--- src/rtl/mem_arb_pkg.sv ---
// Shared types and constants for the single-port RAM arbiter.
package mem_arb_pkg;

    localparam int unsigned DEF_AW           = 9;
    localparam int unsigned DEF_DW           = 16;
    localparam int unsigned DEF_STARVE_LIMIT = 4;
    localparam int unsigned STARVE_W         = 3;

    // RAM margin / retention tie-offs
    localparam logic [2:0] EMA_TIE   = 3'b000;
    localparam logic [1:0] EMAW_TIE  = 2'b00;
    localparam logic       EMAS_TIE  = 1'b0;
    localparam logic       RET1N_TIE = 1'b1;

    typedef enum logic {
        S_LOAD = 1'b0,
        S_RUN  = 1'b1
    } state_e;

endpackage

--- src/rtl/mem_arb_starve_guard.sv ---
// Counts consecutive data grants while fetch waits; withholds data grants at the limit.
module mem_arb_starve_guard
    import mem_arb_pkg::*;
#(
    parameter int unsigned STARVE_LIMIT = DEF_STARVE_LIMIT
) (
    input  logic CLK,
    input  logic RST,
    input  logic i_if_valid,
    input  logic i_if_grant,
    input  logic i_dm_grant,
    output logic o_dm_allow_c
);

    localparam logic [STARVE_W-1:0] LIMIT = STARVE_W'(STARVE_LIMIT);

    logic [STARVE_W-1:0] r_starve_cnt;

    // Saturating count of data grants made while a fetch is pending
    always_ff @(posedge CLK) begin
        if (RST) begin
            r_starve_cnt <= '0;
        end else if (!i_if_valid || i_if_grant) begin
            r_starve_cnt <= '0;
        end else if (i_dm_grant && (r_starve_cnt < LIMIT)) begin
            r_starve_cnt <= r_starve_cnt + STARVE_W'(1);
        end
    end

    assign o_dm_allow_c = (r_starve_cnt < LIMIT) || !i_if_valid;

endmodule

--- src/rtl/mem_port_arbiter.sv ---
// Single-port RAM front end: boot load sequencing, fetch/data arbitration, registered responses.
module mem_port_arbiter
    import mem_arb_pkg::*;
#(
    parameter int unsigned AW           = DEF_AW,
    parameter int unsigned DW           = DEF_DW,
    parameter int unsigned STARVE_LIMIT = DEF_STARVE_LIMIT
) (
    input  logic          CLK,
    input  logic          RST,
    input  logic          if_req_valid,
    output logic          if_req_ready,
    input  logic [AW-1:0] if_addr,
    output logic          if_rsp_valid,
    output logic [DW-1:0] if_rsp_data,
    input  logic          dm_req_valid,
    output logic          dm_req_ready,
    input  logic          dm_we,
    input  logic [AW-1:0] dm_addr,
    input  logic [DW-1:0] dm_wdata,
    output logic          dm_rsp_valid,
    output logic [DW-1:0] dm_rsp_data,
    output logic          ram_cen,
    output logic          ram_wen,
    output logic [AW-1:0] ram_a,
    output logic [DW-1:0] ram_d,
    input  logic [DW-1:0] ram_q,
    output logic [2:0]    ram_ema,
    output logic [1:0]    ram_emaw,
    output logic          ram_emas,
    output logic          ram_ret1n,
    output logic          boot_done
);

    state_e r_state;
    state_e w_state_nxt;
    logic   w_dm_allow;
    logic   w_dm_gnt;
    logic   w_if_gnt;

    mem_arb_starve_guard #(
        .STARVE_LIMIT (STARVE_LIMIT)
    ) u_starve_guard (
        .CLK          (CLK),
        .RST          (RST),
        .i_if_valid   (if_req_valid),
        .i_if_grant   (w_if_gnt),
        .i_dm_grant   (w_dm_gnt),
        .o_dm_allow_c (w_dm_allow)
    );

    // State register; reset always returns to the program-load state
    always_ff @(posedge CLK) begin
        if (RST) begin
            r_state <= S_LOAD;
        end else begin
            r_state <= w_state_nxt;
        end
    end

    // Next state, grant selection and RAM port drive
    always_comb begin
        w_state_nxt = r_state;
        w_dm_gnt    = 1'b0;
        w_if_gnt    = 1'b0;
        ram_cen     = 1'b0;
        ram_wen     = 1'b0;
        ram_a       = '0;
        ram_d       = '0;
        boot_done   = 1'b0;
        case (r_state)
            S_LOAD: begin
                ram_cen     = 1'b1;
                w_state_nxt = S_RUN;
            end
            S_RUN: begin
                boot_done = 1'b1;
                if (dm_req_valid && w_dm_allow) begin
                    w_dm_gnt = 1'b1;
                    ram_a    = dm_addr;
                    ram_wen  = dm_we;
                    ram_d    = dm_wdata;
                end else if (if_req_valid) begin
                    w_if_gnt = 1'b1;
                    ram_a    = if_addr;
                    ram_d    = dm_wdata;
                end
            end
            default: begin
                w_state_nxt = S_LOAD;
            end
        endcase
    end

    assign if_req_ready = w_if_gnt;
    assign dm_req_ready = w_dm_gnt;

    // One-cycle response pulses; data held between transfers
    always_ff @(posedge CLK) begin
        if (RST) begin
            if_rsp_valid <= 1'b0;
            dm_rsp_valid <= 1'b0;
            if_rsp_data  <= '0;
            dm_rsp_data  <= '0;
        end else begin
            if_rsp_valid <= w_if_gnt;
            dm_rsp_valid <= w_dm_gnt;
            if (w_if_gnt) begin
                if_rsp_data <= ram_q;
            end
            if (w_dm_gnt) begin
                dm_rsp_data <= dm_we ? dm_wdata : ram_q;
            end
        end
    end

    assign ram_ema   = EMA_TIE;
    assign ram_emaw  = EMAW_TIE;
    assign ram_emas  = EMAS_TIE;
    assign ram_ret1n = RET1N_TIE;

endmodule

--- config.mk ---
export PLATFORM = sky130hd
export DESIGN_NAME = mem_port_arbiter
export DESIGN_NICKNAME = d
export VERILOG_FILES = /design/src/rtl/mem_arb_pkg.sv /design/src/rtl/mem_arb_starve_guard.sv /design/src/rtl/mem_port_arbiter.sv
export SDC_FILE = /design/constraint.sdc
export NUM_CORES = 1
export LEC_CHECK = 0
export CORE_MARGIN = 2
export CORE_UTILIZATION = 37
export DETAILED_ROUTE_END_ITERATION = 10
export PLACE_DENSITY = 0.8
export SETUP_SLACK_MARGIN = 0.4
export SYNTH_ARGS = -nofsm -noshare
export SYNTH_HDL_FRONTEND = slang
export SYNTH_SLANG_ARGS = --single-unit
--- constraint.sdc ---
create_clock -name CLK -period 1.4 [get_ports CLK]
set_clock_uncertainty 0.1 [all_clocks]
set_input_delay 0.21 -clock CLK [delete_from_list [all_inputs] [get_ports CLK]]
set_output_delay 0.21 -clock CLK [all_outputs]
set_load 0.05 [all_outputs]
==> metrics.yaml <==
timing:
  whs_ps: 380
  fin_crit_ps: 1750
  setup_tns_ps: -10890
  setup_viol: 48
  hold_viol_final: 0
  clock.fmax_ghz: 0.571
  worst_slack_ps: -352
  rsz0062_at_grt: "yes"
  final.period_utilization: 1.25
  drv_slew: 0
cells_and_area:
  fillers: 222
  seq_area_um2: 833
  final_cells: 443
  layout-drive-gt1-share: 0.615
  fin_area_um2: 4860
  multiInputGateArea_um2: 1330
  layout.nets: 427
  antenna_cells: 0
  syn_to_final_growth_pct: 138
critical_path:
  cpMaxStageDelayCell: "dfxtp_4"
  path_cells: "nor2b_4 -> nor2_4 -> buf_12 -> a22o_4 -> buf_12"
  slowest_delay_ps: 370
  crit_top_cell: "buf_12"
  worstPathRequired_ps: 1090
  crit_arrival_ps: 1440
  start_kind: "flip-flop"
  cp_max_fo: 8
  crit_type: "flip-flop to primary output"
  cp-end-kind: "primary output"
logic_synthesis:
  syn_avg_cell_area_um2: 9.44
  synthCells: 216
  seq_area_frac_synth: 0.373
  synthXorXnorAreaFrac: 0.00429
  synthMuxAreaShare: 0.0834
  ys_warn_count: 0
  synthAdderAreaFrac: 0.00613
  synth-compound-area-share: 0.326
  synth_top_family_by_area: "compound AO/OA/AOI/OAI gates"
  syn_area_um2: 2040
  yosysUniqueCellTypes: 27
  synth.ff_latch_count: 38
  yosys.area_share.simple: 0.0957
place:
  dpl_cell_area_um2: 4150
  placed_cells: 406
  place.gp.congestion: 0.819
  dpl.hpwl_um: 5990
  io_buffers: 118
power:
  power_frac_comb: 0.431
  clockPowerShare: 0.246
  p_int_mw: 2.42
  power.density_nw_per_um2: 759
  p_sw_mw: 1.27
  leakage_nw: 1.97
  pwr-share-seq: 0.323
  peakVddDrop_v: 0.000597
  swShare: 0.345
detailed_routing:
  first_iter_violations: 258
  via_per_inst: 5.93
  antenna_left: 0
  vias: 2627
  drt_pass1_iterations: 5
  drt-total-wl_um: 10800
  drc: 0
  wl_per_cell_um: 24.5
global_routing:
  grt_pass1_vias: 2715
  grt_max_degree: 18
  antenna_found_initial: 0
  grt_pass1_wl_um: 14900
  overflow: 0
  globalRouteTotalUtil: 0.318
die:
  die_y_um: 78.2
  fp.dieW_um: 78.2
  io_pins: 126
  start_util: 0.377
  rows: 27
  core_area_um2: 5410
  die_area_um2: 6120
cts:
  hold_buffers: 0
  clk_latency_ps: 290
  cts_tree: "built"
  numCtsBuffers: 5
  clkSinkCount: 38
  cts_max_level: 2
  clock_tree.root_cell: "clkbuf_8"
  path_clk_slew_ps: 80
  cts.path.max_buffers: 2
status:
  status: "complete, but fails checks"
  violations: "negative setup slack"
worst_hold_path:
  holdCritPathClass: "flip-flop to flip-flop"
run:
  drv_cap: 0
power by group through the flow:
stage                     clock (mW)  sequential, mW  combinational, mW
after floorplan                    0            1.35              0.541
after global placement             0            1.21               1.35
after detailed placement           0            1.21               1.37
after CTS                      0.885            1.19               1.48
after global routing           0.950            1.20               1.63
final                          0.906            1.19               1.59
placed cells by master, fill, tap and decap left out, types with 10 or more instances in the layout:
master and n:
dfxtp_2 25, buf_4 28, dfxtp_4 11, and2_4 19, buf_12 74, a21oi_1 31, mux2i_1 17, clkdlybuf4s50_1 52
a211oi_2 14, buf_6 10, o2111ai_1 14
area by class of cell:
cell class                 count  area share
inverter                       3     0.00412
timing repair buffer         173       0.511
sequential                    38       0.172
clock buffer                   7      0.0222
multi-input combinational    150       0.273
tap                           72      0.0186
what timing repair did:
item | CTS | global route
buffers inserted | 16 | 10
resized for setup | 90 | 26
endpoints found under the setup margin | 101 | 101
pin swaps | 13 | 9
gates cloned | 2 | 2
flip-flops by register name, indices dropped and copies added, names as in the netlist:
signal / cells
dm_rsp_valid: 1
dm_rsp_data: 16
r_state: 1
if_rsp_valid: 1
if_rsp_data: 16
u_starve_guard.r_starve_cnt: 3
worst paths after layout:
check                                  from         endpoint  slack, ps  cells past startpoint
max          u_starve_guard.r_starve_cnt[2]         ram_a[2]       -350                      5
min                         if_rsp_data[14]  if_rsp_data[14]        380                      2
max reg2reg                         r_state   dm_rsp_data[8]       -150                      6
min reg2reg                 if_rsp_data[14]  if_rsp_data[14]        380                      2
worst max-delay path, delay by kind of cell (launching register included):
kind,cells,cell delay [ps]
and+or+nand+nor,2,220
DFF,1,370
buffers and inverters,2,300
AOI/OAI and AO/OA,1,260
layer usage:
| metal | global-route usage | part of all wire | up-vias |
|---|---|---|---|
| met5 | 0 | 0 | - |
| met4 | 0.133 | 0.053 | 0 |
| met3 | 0.0782 | 0.096 | 60 |
| met2 | 0.583 | 0.52 | 228 |
| met1 | 0.347 | 0.33 | 1238 |
| li1 | - | - | 1101 |
metrics by stage:
step / power [mW] / util / setup WS (ps)
2_1_floorplan: 1.89 / - / -122
3_3_place_gp: 2.56 / 0.767 / -475
3_5_place_dp: 2.58 / 0.767 / -503
4_1_cts: 3.56 / 0.857 / -301
5_1_grt: 3.78 / 0.898 / -375
6_report: 3.69 / 0.898 / -352
Yosys cell counts, drive strengths merged:
cell type | instances | share of area
a211oi | 16 | 0.098
a21oi | 33 | 0.081
a22o | 9 | 0.039
and2 | 18 | 0.055
and3 | 2 | 0.0061
buf | 26 | 0.092
clkbuf | 5 | 0.010
conb | 2 | 0.0037
dfxtp | 38 | 0.37
ha | 1 | 0.0061
inv | 3 | 0.0055
mux2i | 17 | 0.083
nand2 | 4 | 0.0098
nand3b | 2 | 0.0074
nor2 | 3 | 0.0068
nor2b | 1 | 0.0031
nor3 | 3 | 0.0074
o2111ai | 16 | 0.069
o21ai | 16 | 0.039
xor2 | 1 | 0.0043
logic make-up (layout without fill, tap and decap cells):
group           Yosys count  after routing
other cells               2              7
mux                      17             17
simple gates             33             34
fa+ha+maj                 1              1
flops                    38             38
xor+xnor                  1              1
compound gates           90             90
buf+inv                  34            183
(Power assumes the default switching activity.)
